`src/rtl/vec_issue_ctrl_pkg.sv`:
```
// Shared vector-unit encodings: major opcodes, funct6 values, unit and op codes,
// and the decode classification used by the issue controller.
package vec_issue_ctrl_pkg;

  localparam logic [6:0] OPC_OPV   = 7'h57;
  localparam logic [6:0] OPC_LOAD  = 7'h07;
  localparam logic [6:0] OPC_STORE = 7'h27;

  localparam logic [5:0] F6_ADD = 6'h00;
  localparam logic [5:0] F6_SUB = 6'h02;
  localparam logic [5:0] F6_CMP = 6'h18;
  localparam logic [5:0] F6_MUL = 6'h25;

  localparam logic [2:0] F3_OPCFG = 3'b111;

  typedef enum logic [1:0] {
    UNIT_ALU = 2'd0,
    UNIT_MUL = 2'd1,
    UNIT_MEM = 2'd2
  } unit_e;

  typedef enum logic [2:0] {
    OP_ADD   = 3'd0,
    OP_SUB   = 3'd1,
    OP_CMP   = 3'd2,
    OP_MUL   = 3'd3,
    OP_LOAD  = 3'd4,
    OP_STORE = 3'd5
  } op_e;

  typedef enum logic [1:0] {
    CLS_ISSUE   = 2'd0,
    CLS_VSET    = 2'd1,
    CLS_ILLEGAL = 2'd2
  } cls_e;

endpackage

```
`src/rtl/vec_issue_ctrl_decode.sv`:
```
// Combinational decode of the FIFO head: instruction class, target unit, op,
// which vector registers are read, and whether vd is written.
module vec_decode
  import vec_issue_ctrl_pkg::*;
(
  input  logic [31:0] instr,
  output logic [1:0]  cls,
  output logic [1:0]  unit,
  output logic [2:0]  op,
  output logic        use_vs1,
  output logic        use_vs2,
  output logic        use_vd,
  output logic        writes_vd
);

  logic [6:0] opcode;
  logic [2:0] funct3;
  logic [5:0] funct6;

  assign opcode = instr[6:0];
  assign funct3 = instr[14:12];
  assign funct6 = instr[31:26];

  always_comb begin
    cls       = CLS_ILLEGAL;
    unit      = UNIT_ALU;
    op        = OP_ADD;
    use_vs1   = 1'b0;
    use_vs2   = 1'b0;
    use_vd    = 1'b0;
    writes_vd = 1'b0;
    unique case (opcode)
      OPC_OPV: begin
        if (funct3 == F3_OPCFG) begin
          if (instr[31:30] == 2'b11) cls = CLS_VSET;
        end else begin
          cls       = CLS_ISSUE;
          writes_vd = 1'b1;
          use_vs2   = 1'b1;
          // vs1 is a vector register only for the .vv forms; otherwise it is a scalar or immediate
          use_vs1   = (funct3 == 3'd0) || (funct3 == 3'd1) || (funct3 == 3'd2);
          unique case (funct6)
            F6_ADD:  op = OP_ADD;
            F6_SUB:  op = OP_SUB;
            F6_CMP:  op = OP_CMP;
            F6_MUL: begin
              op   = OP_MUL;
              unit = UNIT_MUL;
            end
            default: begin
              cls       = CLS_ILLEGAL;
              writes_vd = 1'b0;
              use_vs1   = 1'b0;
              use_vs2   = 1'b0;
            end
          endcase
        end
      end
      OPC_LOAD: begin
        cls       = CLS_ISSUE;
        unit      = UNIT_MEM;
        op        = OP_LOAD;
        writes_vd = 1'b1;
      end
      OPC_STORE: begin
        cls    = CLS_ISSUE;
        unit   = UNIT_MEM;
        op     = OP_STORE;
        use_vd = 1'b1;
      end
      default: ;
    endcase
  end

endmodule

```
`src/rtl/vec_issue_ctrl.sv`:
```
// In-order vector issue controller: register scoreboard, vl register, registered
// issue port and saturating stall counter, fed from an instruction FIFO head.
module vec_issue_ctrl
  import vec_issue_ctrl_pkg::*;
#(
  parameter int unsigned NUM_REGS = 32,
  parameter int unsigned MVL      = 32
) (
  input  logic                       clk,
  input  logic                       rst,
  input  logic [31:0]                instr_i,
  input  logic                       empty_i,
  output logic                       stalling_o,
  input  logic [2:0]                 unit_ready_i,
  input  logic                       wb_valid_i,
  input  logic [4:0]                 wb_vd_i,
  output logic                       issue_valid_o,
  output logic [1:0]                 issue_unit_o,
  output logic [2:0]                 issue_op_o,
  output logic [4:0]                 issue_vd_o,
  output logic [4:0]                 issue_vs1_o,
  output logic [4:0]                 issue_vs2_o,
  output logic [$clog2(MVL+1)-1:0]   issue_vl_o,
  output logic                       illegal_o,
  output logic [NUM_REGS-1:0]        busy_o,
  output logic [31:0]                stall_cycles_o
);

  localparam int unsigned VLW = $clog2(MVL + 1);

  logic [1:0]          cls;
  logic [1:0]          unit;
  logic [2:0]          op;
  logic                use_vs1;
  logic                use_vs2;
  logic                use_vd;
  logic                writes_vd;
  logic [4:0]          vd;
  logic [4:0]          vs1;
  logic [4:0]          vs2;
  logic                hazard;
  logic                consume;
  logic [VLW-1:0]      vl;
  logic [VLW-1:0]      vl_req;
  logic [NUM_REGS-1:0] busy_nxt;

  assign vd  = instr_i[11:7];
  assign vs1 = instr_i[19:15];
  assign vs2 = instr_i[24:20];

  vec_decode u_decode (
    .instr     (instr_i),
    .cls       (cls),
    .unit      (unit),
    .op        (op),
    .use_vs1   (use_vs1),
    .use_vs2   (use_vs2),
    .use_vd    (use_vd),
    .writes_vd (writes_vd)
  );

  always_comb begin
    hazard = 1'b0;
    if (cls == CLS_ISSUE) begin
      hazard = (use_vs1 && busy_o[vs1]) ||
               (use_vs2 && busy_o[vs2]) ||
               ((use_vd || writes_vd) && busy_o[vd]) ||
               !unit_ready_i[unit];
    end
  end

  assign stalling_o = hazard && !empty_i;
  assign consume    = !empty_i && !stalling_o && !rst;

  always_comb begin
    vl_req = VLW'(vs1);
    if (32'(vs1) > MVL) vl_req = VLW'(MVL);
  end

  // Writeback clear is applied before the issue set so both land on the same edge
  always_comb begin
    busy_nxt = busy_o;
    if (wb_valid_i) busy_nxt[wb_vd_i] = 1'b0;
    if (consume && cls == CLS_ISSUE && writes_vd) busy_nxt[vd] = 1'b1;
  end

  always_ff @(posedge clk) begin
    if (rst) begin
      busy_o         <= '0;
      vl             <= VLW'(MVL);
      stall_cycles_o <= '0;
      issue_valid_o  <= 1'b0;
      illegal_o      <= 1'b0;
      issue_unit_o   <= '0;
      issue_op_o     <= '0;
      issue_vd_o     <= '0;
      issue_vs1_o    <= '0;
      issue_vs2_o    <= '0;
      issue_vl_o     <= '0;
    end else begin
      busy_o        <= busy_nxt;
      issue_valid_o <= 1'b0;
      illegal_o     <= 1'b0;
      if (stalling_o && stall_cycles_o != '1) stall_cycles_o <= stall_cycles_o + 32'd1;
      if (consume) begin
        unique case (cls)
          CLS_ISSUE: begin
            issue_valid_o <= 1'b1;
            issue_unit_o  <= unit;
            issue_op_o    <= op;
            issue_vd_o    <= vd;
            issue_vs1_o   <= vs1;
            issue_vs2_o   <= vs2;
            issue_vl_o    <= vl;
          end
          CLS_VSET: vl        <= vl_req;
          default:  illegal_o <= 1'b1;
        endcase
      end
    end
  end

endmodule

```
`config.mk`:
```
export PLATFORM = sky130hd
export DESIGN_NAME = vec_issue_ctrl
export DESIGN_NICKNAME = d
export VERILOG_FILES = /design/src/rtl/vec_issue_ctrl_pkg.sv /design/src/rtl/vec_issue_ctrl_decode.sv /design/src/rtl/vec_issue_ctrl.sv
export SDC_FILE = /design/constraint.sdc
export NUM_CORES = 1
export LEC_CHECK = 0
export ABC_AREA = 0
export CAP_MARGIN = 10
export CORE_UTILIZATION = 40
export DETAILED_ROUTE_END_ITERATION = 7
export PLACE_DENSITY = 0.73
export SETUP_SLACK_MARGIN = 0.02
export SYNTH_ARGS = -nofsm -noshare
export SYNTH_HDL_FRONTEND = slang
export SYNTH_SLANG_ARGS = --single-unit
```
`constraint.sdc`:
```
create_clock -name clk -period 4.2 [get_ports clk]
set_clock_uncertainty 0.05 [all_clocks]
set_input_delay 0.63 -clock clk [delete_from_list [all_inputs] [get_ports clk]]
set_output_delay 0.63 -clock clk [all_outputs]
set_load 0.1 [all_outputs]
```
==> flow_results.xml <==
<?xml version="1.0" encoding="UTF-8"?>
<metrics>
  <group name="status">
    <metric name="status" unit="">complete, no violations</metric>
  </group>
  <group name="floorplan">
    <metric name="die_h" unit="µm">115.9</metric>
    <metric name="floorplan.die.width" unit="µm">115.9</metric>
    <metric name="placement_rows" unit="">41</metric>
    <metric name="initial_utilization" unit="">0.4112</metric>
    <metric name="die-area" unit="mm²">0.01343</metric>
    <metric name="core_region_area" unit="mm²">0.01262</metric>
    <metric name="pin_count" unit="">137</metric>
  </group>
  <group name="worst_setup_path">
    <metric name="timing.critical_path.from_type" unit="">input pin</metric>
    <metric name="criticalPathCategory" unit="">input pin to primary output</metric>
    <metric name="crit_path_end_kind" unit="">primary output</metric>
    <metric name="critical_path_peak_fanout" unit="">7</metric>
    <metric name="critical_path_required" unit="ps">3520</metric>
    <metric name="worstPathArrival" unit="ps">3310</metric>
  </group>
  <group name="layout">
    <metric name="num_antenna_cells" unit="">0</metric>
    <metric name="leading_cell_types_in_the_layout_fill_and_taps_excluded" unit="">sky130_fd_sc_hd__clkdlybuf4s50_1 (133), sky130_fd_sc_hd__dfxtp_1 (97), sky130_fd_sc_hd__nand2_1 (87)</metric>
    <metric name="number_of_standard_cells_in_the_final_layout_excluding_fillers" unit="">919</metric>
    <metric name="fraction_of_layout_instances_using_a_drive_strength_above_1" unit="">0.1044</metric>
    <metric name="layout-area-overhead-vs-synth" unit="%">36.80</metric>
    <metric name="most_common_cell_after_layout_fill_and_taps_aside" unit="">sky130_fd_sc_hd__clkdlybuf4s50_1</metric>
    <metric name="final_nets" unit="">787</metric>
    <metric name="filler_cell_count" unit="">1141</metric>
  </group>
  <group name="cts">
    <metric name="cts.root.buffer_cell" unit="">sky130_fd_sc_hd__clkbuf_16</metric>
    <metric name="clock_tree_from_tritoncts" unit="">yes</metric>
    <metric name="postCtsSetupRepairBufs" unit="">0</metric>
    <metric name="cts-htree-levels" unit="">3</metric>
    <metric name="clock_tree.buffer_depth" unit="">2</metric>
    <metric name="clock_sinks" unit="">97</metric>
    <metric name="insertion_delay" unit="ps">350</metric>
    <metric name="cts_made_buffers" unit="">9</metric>
    <metric name="cts_hold_repair.buffers" unit="">0</metric>
    <metric name="postCtsResizedCells" unit="">0</metric>
    <metric name="clkTransAtPathRegs" unit="ps">70</metric>
  </group>
  <group name="synth">
    <metric name="synth_area_leaders" unit="">sky130_fd_sc_hd__dfxtp_1 (37%), sky130_fd_sc_hd__nand2_1 (6.3%), sky130_fd_sc_hd__mux4_2 (5.6%)</metric>
    <metric name="synth_top_area_share" unit="">0.3742</metric>
    <metric name="postSynthNetCount" unit="">651</metric>
    <metric name="synthesis.instances" unit="">606</metric>
    <metric name="ys_seq_area_frac" unit="">0.3742</metric>
    <metric name="yosys_warnings" unit="">0</metric>
    <metric name="synthFlopType" unit="">sky130_fd_sc_hd__dfxtp_1</metric>
    <metric name="synth_edf_count" unit="">0</metric>
    <metric name="share_of_synthesized_registers_carrying_an_async_set_or_reset" unit="">0</metric>
    <metric name="synth.cell_area" unit="mm²">0.005189</metric>
    <metric name="synth_area_leader_cell" unit="">sky130_fd_sc_hd__dfxtp_1</metric>
    <metric name="postSynthRegisterBits" unit="">97</metric>
    <metric name="syn-mean-instance-area" unit="µm²">8.562</metric>
    <metric name="distinct_cell_type_count_after_synthesis" unit="">59</metric>
  </group>
  <group name="place">
    <metric name="place.detailed.instances" unit="">903</metric>
    <metric name="count_of_input_and_output_buffers" unit="">135</metric>
    <metric name="detailedPlacementHpwl" unit="mm">11.97</metric>
    <metric name="globalplace.congestion" unit="">0.9838</metric>
    <metric name="pre_cts_ws" unit="ps">20.83</metric>
  </group>
  <group name="timing">
    <metric name="worst-slew-pin-transition" unit="ps">1040</metric>
    <metric name="peak_clock_frequency_supported_by_timing" unit="GHz">0.2506</metric>
    <metric name="slew_viol_final" unit="">0</metric>
    <metric name="final.setup.worst_slack" unit="ps">208.9</metric>
    <metric name="unrepaired_setup_endpoints_after_global_routing" unit="">false</metric>
    <metric name="time_the_final_worst_path_needs_with_i_o_delays_and_setup" unit="ps">3991</metric>
    <metric name="maxSlewHeadroom" unit="">0.3043</metric>
    <metric name="finalSetupViolCount" unit="">0</metric>
    <metric name="final_report_hold_violation_count" unit="">0</metric>
    <metric name="final.setup.tns" unit="ps">0</metric>
    <metric name="finalCritPeriodShare" unit="">0.9503</metric>
  </group>
  <group name="pwr">
    <metric name="power.net_switching" unit="mW">0.4747</metric>
    <metric name="sw_frac_of_total" unit="">0.2519</metric>
    <metric name="power_leakage" unit="nW">2.356</metric>
    <metric name="int_power" unit="mW">1.410</metric>
    <metric name="comb_power_share" unit="">0.089</metric>
    <metric name="pwr_density_cell" unit="mW/mm²">265.5</metric>
    <metric name="pwr-share-seq" unit="">0.488</metric>
    <metric name="peakVddDrop" unit="mV">0.1718</metric>
    <metric name="clock_power_share" unit="">0.423</metric>
  </group>
  <group name="grt">
    <metric name="grt_usage" unit="">0.2449</metric>
    <metric name="via_count_of_the_first_global_routing_pass" unit="">5087</metric>
    <metric name="grt_max_degree" unit="">36</metric>
    <metric name="grt_first_pass_wirelength" unit="mm">25.58</metric>
    <metric name="gr-total-overflow" unit="">0</metric>
    <metric name="antenna_violations_before_repair" unit="">0</metric>
  </group>
  <group name="drt">
    <metric name="dr.first_iter.drc_count" unit="">401</metric>
    <metric name="drc" unit="">0</metric>
    <metric name="vias_per_cell" unit="">5.896</metric>
    <metric name="via_count" unit="">5418</metric>
    <metric name="antenna_left" unit="">0</metric>
    <metric name="drt-pass1-iter-count" unit="">5</metric>
    <metric name="wirelength" unit="mm">16.21</metric>
    <metric name="wl_per_cell" unit="µm">17.64</metric>
  </group>
  <group name="flow_run">
    <metric name="drv.max_cap_violation_count" unit="">0</metric>
  </group>
  <group name="hold_path">
    <metric name="worst_hold_path_type" unit="">flop to flop</metric>
  </group>
</metrics>
stage by stage:
stage	utilization	total power [mW]	instance area (µm²)	hold WS (ps)
2_1_floorplan	-	1.026	5189	381.6
3_3_place_gp	0.5396	1.104	6809	389.2
3_5_place_dp	0.5396	1.107	6809	397.7
4_1_cts	0.5625	1.897	7098	410.8
5_1_grt	0.5625	1.942	7098	429.5
6_report	0.5625	1.884	7098	405.9
path summary, 6_finish.rpt:
kind                                     from       endpoint  slack [ps]  cells after the start
worst max-delay path              instr_i[22]     stalling_o         210                     10
worst min-delay path            issue_op_o[1]  issue_op_o[1]         410                      2
worst max register to register      busy_o[4]     busy_o[25]         800                      9
worst min register to register  issue_op_o[1]  issue_op_o[1]         410                      2
kinds of logic after synthesis:
| logic type | after synthesis | share of synthesized area |
|---|---|---|
| flip-flops | 97 | 0.3742 |
| adder cells (fa/ha/maj) | 1 | 0.002411 |
| XOR/XNOR | 5 | 0.008439 |
| AO/OA/AOI/OAI | 146 | 0.1751 |
| buffers and inverters | 46 | 0.04268 |
| AND/OR/NAND/NOR | 261 | 0.2583 |
| multiplexers | 50 | 0.1389 |
worst max-delay path: stages:
cell and delay, ps:
sky130_fd_sc_hd__clkdlybuf4s50_1 490, sky130_fd_sc_hd__mux4_1 580, sky130_fd_sc_hd__nor2b_1 160, sky130_fd_sc_hd__a2111oi_2 330, sky130_fd_sc_hd__nor4_1 100, sky130_fd_sc_hd__or4_4 500
sky130_fd_sc_hd__buf_4 180, sky130_fd_sc_hd__nand2_1 80, sky130_fd_sc_hd__inv_1 90, sky130_fd_sc_hd__buf_12 170
per-layer routing:
metal  vias to the layer above  GRT usage  wire length (µm)
met5                         -          0                 0
li1                       2536          -                 -
met3                        29    0.04707              1330
met4                         0    0.08034               294
met2                       277     0.4119              7841
met1                      2576     0.3154              6743
power groups by stage:
stage                     registers [mW]  logic [mW]  clock network [mW]
after CTS                          0.920       0.165               0.812
after detailed placement           0.942       0.165                   0
final                              0.920       0.168               0.797
after global placement             0.941       0.162                   0
after floorplan                    0.947      0.0787                   0
after global routing               0.920       0.177               0.845
registers in the layout (all words and copies together), names as in the netlist:
register	flops
issue_vs1_o	5
issue_unit_o	2
stall_cycles_o	32
issue_vd_o	5
issue_valid_o	1
issue_op_o	2
vl	6
busy_o	32
issue_vl_o	6
issue_vs2_o	5
illegal_o	1
Yosys cell counts (all sizes together), types with 3 or more instances:
cell type / number
nor3b: 5
mux2i: 27
o211ai: 16
a2111oi: 3
or3: 13
a21boi: 3
o22ai: 4
nor2b: 4
mux2: 7
mux4: 16
o21ai: 36
and3: 7
nand3: 41
nor3: 11
o31ai: 19
or2: 6
or3b: 3
dfxtp: 97
clkbuf: 21
o21a: 6
xor2: 5
nand4: 9
nand3b: 11
nand2: 88
or4: 12
buf: 15
nand4b: 4
inv: 9
and4: 3
nor2: 36
o31a: 3
nor4: 5
a21oi: 46
cell type report:
type | count | area, µm² | area share
Multi-Input combinational cell | 463 | 3025 | 0.4262
Sequential cell | 97 | 1942 | 0.2736
Timing Repair Buffer | 161 | 1589 | 0.2239
Clock buffer | 9 | 225.2 | 0.03173
Tap cell | 172 | 215.2 | 0.03032
Clock inverter | 7 | 63.81 | 0.008990
Inverter | 10 | 37.54 | 0.005288
No activity file was read; power rests on OpenSTA's default activity.
